File: src/rtl/instruction_fetch_unit.sv
`default_nettype none
// instruction_fetch_unit: i281 fetch stage. PC, combinational code-ROM address,
// instruction register with valid/ready handoff to decode, and execute redirects.

module instruction_fetch_unit #(
  parameter int                ADDR_W    = 5,
  parameter int                DATA_W    = 16,
  parameter logic [DATA_W-1:0] HALT_WORD = 16'hFFFF
) (
  input  logic              clock,
  input  logic              reset,
  input  logic              run,
  output logic [ADDR_W-1:0] code_addr,
  input  logic [DATA_W-1:0] code_data,
  output logic [DATA_W-1:0] ir,
  output logic [ADDR_W-1:0] ir_pc,
  output logic              ir_valid,
  input  logic              ir_ready,
  input  logic              redirect_valid,
  input  logic [ADDR_W-1:0] redirect_target,
  output logic              halted,
  output logic [15:0]       fetch_count
);

  typedef enum logic [1:0] {
    S_IDLE   = 2'd0,
    S_FETCH  = 2'd1,
    S_HALTED = 2'd2
  } state_t;

  state_t              state_q, state_d;
  logic [ADDR_W-1:0]   pc_q, pc_d;
  logic [DATA_W-1:0]   ir_q, ir_d;
  logic [ADDR_W-1:0]   ir_pc_q, ir_pc_d;
  logic                ir_valid_q, ir_valid_d;
  logic                halted_q, halted_d;
  logic [15:0]         count_q, count_d;
  logic                accept;
  logic                slot_free;

  assign accept    = ir_valid_q & ir_ready;
  assign slot_free = ~ir_valid_q | accept;

  always_comb begin
    state_d    = state_q;
    pc_d       = pc_q;
    ir_d       = ir_q;
    ir_pc_d    = ir_pc_q;
    ir_valid_d = ir_valid_q;
    halted_d   = halted_q;
    count_d    = count_q;
    case (state_q)
      S_IDLE: begin
        if (run) state_d = S_FETCH;
      end
      S_FETCH: begin
        if (accept) count_d = count_q + 16'd1;
        // A redirect flushes the slot and masks halt detection for this edge.
        if (redirect_valid) begin
          pc_d       = redirect_target;
          ir_valid_d = 1'b0;
        end else if (accept && (ir_q == HALT_WORD)) begin
          state_d    = S_HALTED;
          ir_valid_d = 1'b0;
          halted_d   = 1'b1;
        end else if (slot_free && run) begin
          ir_d       = code_data;
          ir_pc_d    = pc_q;
          ir_valid_d = 1'b1;
          pc_d       = pc_q + ADDR_W'(1);
        end else if (slot_free) begin
          ir_valid_d = 1'b0;
          state_d    = S_IDLE;
        end
      end
      S_HALTED: begin
      end
      default: state_d = S_IDLE;
    endcase
  end

  always_ff @(posedge clock) begin
    if (reset) begin
      state_q    <= S_IDLE;
      pc_q       <= '0;
      ir_q       <= '0;
      ir_pc_q    <= '0;
      ir_valid_q <= 1'b0;
      halted_q   <= 1'b0;
      count_q    <= '0;
    end else begin
      state_q    <= state_d;
      pc_q       <= pc_d;
      ir_q       <= ir_d;
      ir_pc_q    <= ir_pc_d;
      ir_valid_q <= ir_valid_d;
      halted_q   <= halted_d;
      count_q    <= count_d;
    end
  end

  assign code_addr   = pc_q;
  assign ir          = ir_q;
  assign ir_pc       = ir_pc_q;
  assign ir_valid    = ir_valid_q;
  assign halted      = halted_q;
  assign fetch_count = count_q;

endmodule

`default_nettype wire

File: config.mk
export PLATFORM = sky130hd
export DESIGN_NAME = instruction_fetch_unit
export DESIGN_NICKNAME = d
export VERILOG_FILES = /design/src/rtl/instruction_fetch_unit.sv
export SDC_FILE = /design/constraint.sdc
export NUM_CORES = 1
export LEC_CHECK = 0
export ABC_AREA = 1
export CAP_MARGIN = 10
export CELL_PAD_IN_SITES_DETAIL_PLACEMENT = 1
export CELL_PAD_IN_SITES_GLOBAL_PLACEMENT = 2
export CORE_MARGIN = 3
export CORE_UTILIZATION = 24
export DETAILED_ROUTE_END_ITERATION = 8
export PLACE_DENSITY_LB_ADDON = 0.15
export SLEW_MARGIN = 30
export SYNTH_ARGS = -nofsm -noshare
export SYNTH_HDL_FRONTEND = slang
export SYNTH_SLANG_ARGS = --single-unit
export TNS_END_PERCENT = 10
File: constraint.sdc
create_clock -name clock -period 1.6 [get_ports clock]
set_input_delay 0.16 -clock clock [delete_from_list [all_inputs] [get_ports clock]]
set_output_delay 0.16 -clock clock [all_outputs]
set_load 0.02 [all_outputs]
==> flow_metrics.tcl <==
set metrics [dict create \
    status "finished clean" \
    r2r_setup_slack_ns 0.17 \
    crit_fanout 5 \
    sequence_of_cells_on_the_critical_path "clkdlybuf4s50_1" \
    min_period_over_period_pct 95.48 \
    globalRoute.totalOverflow 0 \
    vdd.ir_drop.worst_uv 263.4 \
    total_half_perimeter_wirelength_after_legalization_and_detailed_placement_um 4754 \
    std_cell_rows 33 \
    layout.cells.most_common_list "clkdlybuf4s50_1, nand2_1, inv_1" \
    rsz0062_at_grt "true" \
    syn_area_um2 2121 \
    hp-start "ir_pc[3]$_SDFFE_PP0P_" \
    grt_max_degree 44 \
    die_y_um 100.0 \
    cellLeakagePower_uw 0.001242 \
    path_buf_inv 1 \
    finalClockSkew_ns 0.01208 \
    synthesis_to_layout_area_growth_pct 51.27 \
    cp.required_ns 1.44 \
    synth_seq_area_share_pct 43.42 \
    layout.nets 412 \
    slew_headroom_pct 79.84 \
    worst_setup_hold_path_clk_slew_ns 0.09 \
    layout_commonest_cell "clkdlybuf4s50_1" \
    synthCells 298 \
    diodes 0 \
    worst_path_dominant_cell_family "buffers and inverters" \
    startpoint_class "flop" \
    io_buffers 69 \
    timing.max_cap.violations 0 \
    route.antenna.remaining_nets 0 \
    worstReg2RegStart "ir[1]$_SDFFE_PP0P_" \
    x_dimension_of_the_die_um 100.0 \
    combinational_family_with_the_most_area_after_synthesis "simple AND/OR/NAND/NOR gates" \
    floorplan.initialDensity_pct 25.30 \
    synth_mux_area_share_pct 0 \
    top_level_ports 70 \
    met3_wirelength_um 257 \
    final.setup.worst_slack_ns 0.07239 \
    timing.final.crit_period_ns 1.528 \
    drtIter0Drc 38 \
    routability_congestion 0.7254 \
    timing.critical_path.slowest_stage_cell "clkdlybuf4s50_1" \
    final_max_slew_viols 0 \
    drt_drc_violations_left 0 \
    synth_top_cells_by_area "dfxtp_1, nand2_1, a21oi_1" \
    drt_first_pass_iters 4 \
    cts-buffers-inserted 5 \
    reg2reg_depth 9 \
    hold_path.class "reg -> reg" \
    synth_compound_gate_area_share_pct 17.17 \
    top_layer_used "met4" \
    clk_root_buffer_cell "clkbuf_8" \
    rr_endpoint "ir[12]$_SDFFE_PP0P_" \
    endpoint_kind_of_the_worst_setup_timing_path "output port" \
    antenna_found_initial 0 \
    hold_path_end "ir_pc[3]$_SDFFE_PP0P_" \
    pre_cts_setup_slack_ns -0.1431 \
    synth.ff_latch_count 46 \
    cts_htree_levels 2 \
    layout-drive-gt1-share_pct 12.21 \
    achievable-frequency_ghz 0.6546 \
    grt_pass1_wl_um 10380 \
    area_of_the_die_um2 10000 \
    routedWlPerCell_um 13.07 \
    ys_warn_count 0 \
    routed-via-count 2207 \
    clock_latency_ns 0.30 \
    finish.cell_count_without_fillers 490 \
    synth-xor-area-share_pct 1.239 \
    synthesis.area_per_instance_um2 7.117 \
    max-clock-path-buffers 2 \
    simple_gate_fraction_of_synth_area_pct 26.43 \
    post_synth_fa_ha_maj_area_fraction_pct 1.180 \
    grt_util_all_layers_pct 12.91 \
    wl_met1_um 3045 \
    number_of_library_cell_types_mapped_by_synthesis 27 \
    worst_hold_path.num_cells 2 \
    final-hold-violation-count 0 \
    grt_pass1_vias 2188 \
    critPathMaxStageDelay_ns 0.64 \
    wirelength_um 6405 \
    timing_worst_slew_pin_value_ns 0.2996 \
    area_share_of_the_largest_cell_type_after_synthesis_pct 43.42 \
    cts_tree "built" \
    met2_wirelength_um 3023 \
    crit_type "reg -> out" \
    design.core.area_um2 8382 \
    syn_nets 326 \
    cts.sink_count 46 \
    synth_area_leader_cell "dfxtp_1" \
    route.detailed.vias_per_inst 4.504 \
    utilization_pct 38.27 \
    arrival_ns 1.37 \
    place_inst 479 \
    post-layout-total-power_uw 2387 \
    final-setup-viol-count 0 \
    power_per_cell_area_nw_per_um2 744.1 \
]
## through the flow
stage               instance area (µm²)  setup TNS, ns  hold slack [ns]
finish                             3208              0           0.4570
global route                       3208       -0.01959           0.4734
CTS                                3129              0           0.4588
detailed placement                 3035         -1.809           0.4438
global placement                   3035        -0.5843           0.4337
floorplan                          2121              0           0.3354
## cell type report
| type | instances | area, µm² |
|---|---|---|
| clock buffers | 6 | 82.58 |
| clock inverters | 2 | 12.51 |
| fillers | 1037 | 5174 |
| inverters | 49 | 183.9 |
| multi-input cells | 194 | 998.5 |
| flip-flops and latches | 46 | 929.6 |
| well taps | 105 | 131.4 |
| repair buffers | 88 | 869.6 |
## power by group
part           internal, µW  switching [µW]
Combinational           193             199
Clock                   348             413
Sequential             1190            44.8
Total                  1730             657
## flip-flops by register name (all words and copies together), names as in the netlist
signal / flops
ir_valid: 1
ir_pc: 5
ir: 16
fetch_count: 16
halted: 1
state_q: 2
code_addr: 5
## worst min-delay path, delay by kind of cell (launching register included)
family / cells / cell delay, ns
flip-flops: 1 / 0.32
buffers and inverters: 1 / 0.05
AO/OA/AOI/OAI: 1 / 0.05
## cell families (layout without fill, tap and decap cells)
kind of cell    Yosys count  count (layout)
flops                    46              46
buf+inv                  58             145
xor+xnor                  3               3
fa+ha+maj                 2               2
compound gates           72              72
simple gates            117             117
## cell usage after synthesis
library cell  number
nor4_1             2
nor2_2             1
xor2_1             2
nand2_2            2
nand2_1           54
a31oi_1            1
nor2_1            22
nand3_2            2
clkbuf_1           4
dfxtp_1           46
o21ai_0           32
nand3_1           13
nor3_1             5
nand4_1            9
clkbuf_2           1
inv_1             48
o21ai_1            1
clkinv_1           1
nor3b_1            2
buf_2              4
nand2_4            1
nor2_4             3
nand3_4            1
a21oi_1           37
xnor2_1            1
o21a_1             1
ha_1               2
## repair_timing
action                                  4_1_cts  5_1_grt
hold buffers                                  0        0
hold endpoints to repair                      0        0
setup buffers                                 0        2
resized for setup                             1       16
gates cloned                                  0        1
endpoints found under the setup margin        1       34
pin swaps                                     0        2
## worst max-delay path by stage
stage / start / endpoint / cells past startpoint
2_1_floorplan: fetch_count[3]$_SDFFE_PP0P_ / fetch_count[14]$_SDFFE_PP0P_ / 7
5_1_grt: fetch_count[2]$_SDFFE_PP0P_ / fetch_count[14]$_SDFFE_PP0P_ / 8
4_1_cts: ir_valid$_SDFFE_PP0P_ / ir_valid / 1
3_3_place_gp: ir_ready / fetch_count[14]$_SDFFE_PP0P_ / 8
6_report: fetch_count[10]$_SDFFE_PP0P_ / fetch_count[10] / 1
3_5_place_dp: ir_ready / fetch_count[14]$_SDFFE_PP0P_ / 8
## metal layers
metal	global-route usage (%)	up-vias
met5	0	-
met4	4.352	0
met3	2.710	7
met2	21.70	42
met1	16.45	1019
li1	-	1139
Power figures use the tool's default switching activity.
